File: config.mk
export PLATFORM = sky130hd
export DESIGN_NAME = uart_phy
export DESIGN_NICKNAME = d
export VERILOG_FILES = /design/src/rtl/uart_phy.sv
export SDC_FILE = /design/constraint.sdc
export NUM_CORES = 1
export LEC_CHECK = 0
export BUFFER_PORTS_ARGS = -buffer_cell sky130_fd_sc_hd__buf_2
export CAP_MARGIN = 40
export CORE_UTILIZATION = 35
export CTS_BUF_LIST = sky130_fd_sc_hd__clkbuf_16
export DETAILED_ROUTE_END_ITERATION = 16
export SLEW_MARGIN = 10
export SYNTH_ARGS = -nofsm -noshare
export SYNTH_HDL_FRONTEND = slang
export SYNTH_SLANG_ARGS = --single-unit
File: constraint.sdc
create_clock -name clk -period 4.39 [get_ports clk]
set_clock_uncertainty 0.2 [all_clocks]
set_input_delay 0 -clock clk [delete_from_list [all_inputs] [get_ports clk]]
set_output_delay 0 -clock clk [all_outputs]
set_load 0.02 [all_outputs]
File: src/rtl/uart_phy.sv
// 8N1 UART transceiver: RX pin to a one-byte valid/ready holding register,
// and a valid/ready byte stream to the TX pin. Fixed baud set by CLKS_PER_BIT.
module uart_phy #(
  parameter int CLKS_PER_BIT = 868
) (
  input  logic       clk,
  input  logic       m_aresetn,
  input  logic       uart_rxd,
  output logic       uart_txd,
  output logic       rx_valid,
  output logic [7:0] rx_data,
  input  logic       rx_ready,
  input  logic       tx_valid,
  input  logic [7:0] tx_data,
  output logic       tx_ready,
  output logic       rx_frame_err,
  output logic       rx_overrun
);

  localparam int CW = $clog2(CLKS_PER_BIT);
  localparam logic [CW-1:0] BIT_LAST  = CW'(CLKS_PER_BIT - 1);
  localparam logic [CW-1:0] HALF_LAST = CW'(CLKS_PER_BIT / 2 - 1);
  // The idle cycle that accepts the next byte supplies the final stop-bit
  // cycle, so back-to-back frames are exactly 10*N cycles with no gap.
  localparam logic [CW-1:0] STOP_LAST = CW'(CLKS_PER_BIT - 2);

  typedef enum logic [1:0] {
    RX_IDLE,
    RX_START,
    RX_DATA,
    RX_STOP
  } rx_state_t;

  typedef enum logic [1:0] {
    TX_IDLE,
    TX_START,
    TX_DATA,
    TX_STOP
  } tx_state_t;

  rx_state_t     rx_state_reg;
  logic          rx_meta_reg;
  logic          rxs_reg;
  logic [CW-1:0] rx_cnt_reg;
  logic [2:0]    rx_bit_reg;
  logic [7:0]    rx_shift_reg;
  logic [7:0]    rx_data_reg;
  logic          rx_valid_reg;
  logic          rx_frame_err_reg;
  logic          rx_overrun_reg;

  tx_state_t     tx_state_reg;
  logic [CW-1:0] tx_cnt_reg;
  logic [2:0]    tx_bit_reg;
  logic [7:0]    tx_shift_reg;
  logic          tx_ready_reg;
  logic          txd_reg;

  assign rx_valid     = rx_valid_reg;
  assign rx_data      = rx_data_reg;
  assign rx_frame_err = rx_frame_err_reg;
  assign rx_overrun   = rx_overrun_reg;
  assign tx_ready     = tx_ready_reg;
  assign uart_txd     = txd_reg;

  always_ff @(posedge clk) begin
    if (!m_aresetn) begin
      rx_meta_reg      <= 1'b1;
      rxs_reg          <= 1'b1;
      rx_state_reg     <= RX_IDLE;
      rx_cnt_reg       <= '0;
      rx_bit_reg       <= '0;
      rx_shift_reg     <= '0;
      rx_data_reg      <= '0;
      rx_valid_reg     <= 1'b0;
      rx_frame_err_reg <= 1'b0;
      rx_overrun_reg   <= 1'b0;
    end else begin
      rx_meta_reg      <= uart_rxd;
      rxs_reg          <= rx_meta_reg;
      rx_frame_err_reg <= 1'b0;
      rx_overrun_reg   <= 1'b0;
      if (rx_valid_reg && rx_ready) begin
        rx_valid_reg <= 1'b0;
      end
      case (rx_state_reg)
        RX_IDLE: begin
          rx_cnt_reg <= '0;
          if (!rxs_reg) begin
            rx_state_reg <= RX_START;
          end
        end
        RX_START: begin
          if (rx_cnt_reg == HALF_LAST) begin
            rx_cnt_reg   <= '0;
            rx_bit_reg   <= '0;
            rx_state_reg <= rxs_reg ? RX_IDLE : RX_DATA;
          end else begin
            rx_cnt_reg <= rx_cnt_reg + CW'(1);
          end
        end
        RX_DATA: begin
          if (rx_cnt_reg == BIT_LAST) begin
            rx_cnt_reg   <= '0;
            rx_shift_reg <= {rxs_reg, rx_shift_reg[7:1]};
            if (rx_bit_reg == 3'd7) begin
              rx_state_reg <= RX_STOP;
            end else begin
              rx_bit_reg <= rx_bit_reg + 3'd1;
            end
          end else begin
            rx_cnt_reg <= rx_cnt_reg + CW'(1);
          end
        end
        RX_STOP: begin
          if (rx_cnt_reg == BIT_LAST) begin
            rx_cnt_reg   <= '0;
            rx_state_reg <= RX_IDLE;
            if (rxs_reg) begin
              // A handshake in the same cycle frees the holding register.
              if (!rx_valid_reg || rx_ready) begin
                rx_data_reg  <= rx_shift_reg;
                rx_valid_reg <= 1'b1;
              end else begin
                rx_overrun_reg <= 1'b1;
              end
            end else begin
              rx_frame_err_reg <= 1'b1;
            end
          end else begin
            rx_cnt_reg <= rx_cnt_reg + CW'(1);
          end
        end
        default: rx_state_reg <= RX_IDLE;
      endcase
    end
  end

  always_ff @(posedge clk) begin
    if (!m_aresetn) begin
      tx_state_reg <= TX_IDLE;
      tx_cnt_reg   <= '0;
      tx_bit_reg   <= '0;
      tx_shift_reg <= '0;
      tx_ready_reg <= 1'b0;
      txd_reg      <= 1'b1;
    end else begin
      case (tx_state_reg)
        TX_IDLE: begin
          txd_reg    <= 1'b1;
          tx_cnt_reg <= '0;
          if (tx_ready_reg && tx_valid) begin
            tx_shift_reg <= tx_data;
            tx_ready_reg <= 1'b0;
            txd_reg      <= 1'b0;
            tx_state_reg <= TX_START;
          end else begin
            tx_ready_reg <= 1'b1;
          end
        end
        TX_START: begin
          if (tx_cnt_reg == BIT_LAST) begin
            tx_cnt_reg   <= '0;
            tx_bit_reg   <= '0;
            txd_reg      <= tx_shift_reg[0];
            tx_shift_reg <= {1'b0, tx_shift_reg[7:1]};
            tx_state_reg <= TX_DATA;
          end else begin
            tx_cnt_reg <= tx_cnt_reg + CW'(1);
          end
        end
        TX_DATA: begin
          if (tx_cnt_reg == BIT_LAST) begin
            tx_cnt_reg <= '0;
            if (tx_bit_reg == 3'd7) begin
              txd_reg      <= 1'b1;
              tx_state_reg <= TX_STOP;
            end else begin
              txd_reg      <= tx_shift_reg[0];
              tx_shift_reg <= {1'b0, tx_shift_reg[7:1]};
              tx_bit_reg   <= tx_bit_reg + 3'd1;
            end
          end else begin
            tx_cnt_reg <= tx_cnt_reg + CW'(1);
          end
        end
        TX_STOP: begin
          if (tx_cnt_reg == STOP_LAST) begin
            tx_cnt_reg   <= '0;
            tx_ready_reg <= 1'b1;
            tx_state_reg <= TX_IDLE;
          end else begin
            tx_cnt_reg <= tx_cnt_reg + CW'(1);
          end
        end
        default: tx_state_reg <= TX_IDLE;
      endcase
    end
  end

endmodule

==> summary.md <==
| Metric | Value |
|---|---|
| Global-route wire length before repair | `9.07 mm` |
| Post-DP HPWL | `3.53 mm` |
| Number of antenna violations at the first check in global routing | `0` |
| Routed Wire Length | `5.18 mm` |
| Clk_lat worst skew | `0.32 ns` |
| Yosys cell types | `46` |
| Fin Setup TNS | `0 ns` |
| Final core occ | `0.449` |
| Psw | `483 uW` |
| Maximum clock frequency | `400 MHz` |
| RSZ-0062 raised after global routing | `no` |
| H-tree levels | `3` |
| Setup bufs post-CTS | `0` |
| Placed insts | `418` |
| Combinational power share | `0.212` |
| Worst reg2reg startpoint | `tx_state_reg[0]` |
| Io pins | `26` |
| Final setup vio count | `0` |
| Flop2flop setup slack | `1.89 ns` |
| Final Hold Fails | `0` |
| Worst-Margin Slew | `0.579 ns` |
| Final estimated routing congestion in global placement | `0.781` |
| CTS Buf Count | `9` |
| Hold Path Origin | `rx_meta_reg` |
| # fillers | `758` |
| Die width | `93.3 um` |
| Register area share after synthesis | `0.419` |
| Cts hold-fix bufs | `14` |
| Core footprint | `7890 um^2` |
| TritonRoute pass-1 iters | `4` |
| Clock power frac | `0.415` |
| Vias in the first global route | `2,084` |
| Maximum vdd drop | `0.299 mV` |
| Final Max Slew Viols | `0` |
| Arrival @ worst endpoint | `2.56 ns` |
| Clock-pin slew on the worst setup and hold paths | `0.05 ns` |
| Worst min path class | `reg2reg` |
| Crit path launch type | `register` |
| Avg Vias per Cell | `4.93` |
| DIE AREA | `8710 um^2` |
| Die Span Y | `93.3 um` |
| Cell area after synthesis | `2920 um^2` |
| CTS Buffer Depth | `2` |
| Endpoint class of the critical path | `register` |
| Synth Net Count | `332` |
| Nets | `368` |
| DRC Markers | `0` |
| Quantity of gates resized following cts | `0` |
| Crit share post-route | `0.570` |
| Share of power burned in registers | `0.373` |
| Row cnt | `32` |
| # port buffers | `25` |
| WP data required | `4.45 ns` |
| Pwr Density | `474 nW/um^2` |
| Post-route ant nets | `0` |
| Total gr overflow | `0` |
| CTS tree | `done` |
| 1st-iter DRT viols | `90` |
| Routed WL per cell | `11.6 um` |
| Largest net degree at the start of global routing | `51` |
| WHS Endpoint | `rxs_reg` |
| Critical path fanouts, max | `12` |
| Sink Count | `61` |
| RR Endpoint | `uart_txd` |
| Fraction of registers with async set/reset | `0` |
| Layout cell share with drive strength beyond 1 | `0.156` |
| Reg2reg path depth | `5` |
| Inserted Diodes | `0` |
| Post-synth EDFFs | `0` |
| Final non-filler cell total | `448` |
| Synth warn | `0` |
| Slew Limit Headroom | `0.613` |
| Syn-to-layout area delta | `21.3%` |
| CTS Root Cell | `clkbuf_16` |
| Ys flop type | `dfxtp_1` |
| Crit Path Category | `reg2reg` |
| Max-cap violations | `0` |
| Pleak | `1.41 nW` |
| Via count | `2,208` |
| Int Pwr | `1.19 mW` |
| Hold Path Cell Cnt | `1` |
| Flop and latch count out of synthesis | `61` |
| GRT Overall Usage | `0.132` |
| Syn avg cell area | `9.57 um^2` |
| Status | `completed` |
| Crit path time final | `2.50 ns` |
| Post-Syn Instances | `305` |
| Starting Density | `0.370` |
| Sw Ratio | `0.288` |
through the flow:
stage	hold WS, ns	total power [mW]	setup WS [ns]	instance area [um^2]
floorplan	-0.0985	0.924	2.45	2920
global placement	0.00436	0.966	2.24	3080
detailed placement	0.00679	0.974	2.23	3100
CTS	0.211	1.70	1.92	3540
global route	0.220	1.77	1.71	3540
finish	0.207	1.68	1.89	3540
cells by family (layout without fill, tap and decap cells):
logic type | after synthesis | after routing | share of synthesized area
xor gates and xnor gates | 16 | 16 | 0.0480
muxes | 28 | 28 | 0.0961
and+or+nand+nor | 127 | 127 | 0.238
DFF | 61 | 61 | 0.419
buffers and inverters | 26 | 67 | 0.0450
AOI/OAI and AO/OA | 33 | 33 | 0.0948
adders and majority gates | 14 | 14 | 0.0600
power groups by stage:
stage	sequential [mW]	combinational, mW	clock [mW]
2_1_floorplan	0.638	0.286	0
3_3_place_gp	0.635	0.331	0
3_5_place_dp	0.637	0.337	0
4_1_cts	0.625	0.356	0.716
5_1_grt	0.630	0.397	0.740
6_report	0.625	0.356	0.697
layout by cell type, fill, tap and decap left out, types with 6 or more instances in the layout:
cell | netlist | final
buf_2 | 3 | 25
clkbuf_16 | 0 | 9
dfxtp_1 | 61 | 61
dlygate4sd3_1 | 0 | 14
ha_1 | 14 | 14
inv_1 | 11 | 11
mux2i_1 | 28 | 28
nand2_1 | 32 | 32
nand3_1 | 22 | 22
nand4_1 | 8 | 8
nor2_1 | 27 | 27
nor2b_1 | 12 | 12
nor3_1 | 6 | 6
o211a_1 | 8 | 8
xnor2_1 | 9 | 9
xor2_1 | 7 | 7
critical path: stages (launching register included):
cell           delay [ns]
dfxtp_1              0.41
inv_1                0.12
ha_1                 0.61
o21ai_0              0.18
o311ai_0             0.31
dlygate4sd3_1        0.60
metal layers:
layer  part of all wire  up-vias  global-route usage  wire length [um]
met5                  0        -                   0                 0
met4             0.0099        0              0.0385                51
met3              0.041        5              0.0561               213
met2               0.45       39               0.218              2340
met1               0.50     1028               0.156              2580
li1                   -     1136                   -                 -
cell usage after synthesis (2+ instances only):
| cell | count | area share |
|---|---|---|
| dfxtp_1 | 61 | 0.42 |
| nand2_1 | 32 | 0.041 |
| mux2i_1 | 28 | 0.096 |
| nor2_1 | 27 | 0.035 |
| nand3_1 | 22 | 0.038 |
| ha_1 | 14 | 0.060 |
| nor2b_1 | 12 | 0.026 |
| inv_1 | 11 | 0.014 |
| xnor2_1 | 9 | 0.027 |
| clkbuf_1 | 8 | 0.010 |
| nand4_1 | 8 | 0.017 |
| o211a_1 | 8 | 0.027 |
| xor2_1 | 7 | 0.021 |
| nor3_1 | 6 | 0.010 |
| o21ai_0 | 5 | 0.0086 |
| buf_6 | 4 | 0.015 |
| a31oi_1 | 3 | 0.0064 |
| and3_1 | 3 | 0.0064 |
| buf_2 | 3 | 0.0051 |
| nand2b_1 | 3 | 0.0064 |
| a32o_1 | 2 | 0.0069 |
| a41oi_1 | 2 | 0.0060 |
| nor4_1 | 2 | 0.0043 |
| o21a_1 | 2 | 0.0051 |
| o221a_2 | 2 | 0.0077 |
area by class of cell:
| class | count | area [um^2] | share of cell area |
|---|---|---|---|
| Clock buffer | 9 | 225 | 0.0636 |
| Clock inverter | 7 | 73.8 | 0.0209 |
| Inverter | 11 | 41.3 | 0.0117 |
| Multi-Input combinational cell | 218 | 1570 | 0.442 |
| Sequential cell | 61 | 1220 | 0.345 |
| Tap cell | 102 | 128 | 0.0361 |
| Timing Repair Buffer | 40 | 285 | 0.0806 |
worst max path at each step:
stage	cells past startpoint	slack (ns)	endpoint	start
floorplan	7	2.45	tx_shift_reg[7]	tx_state_reg[0]
finish	5	1.89	uart_txd	tx_state_reg[0]
global placement	5	2.24	rx_shift_reg[2]	rx_cnt_reg[0]
CTS	5	1.92	uart_txd	tx_state_reg[0]
global route	5	1.71	uart_txd	tx_state_reg[0]
detailed placement	5	2.23	rx_shift_reg[6]	rx_cnt_reg[0]
No activity file was read; power rests on OpenSTA's default activity.
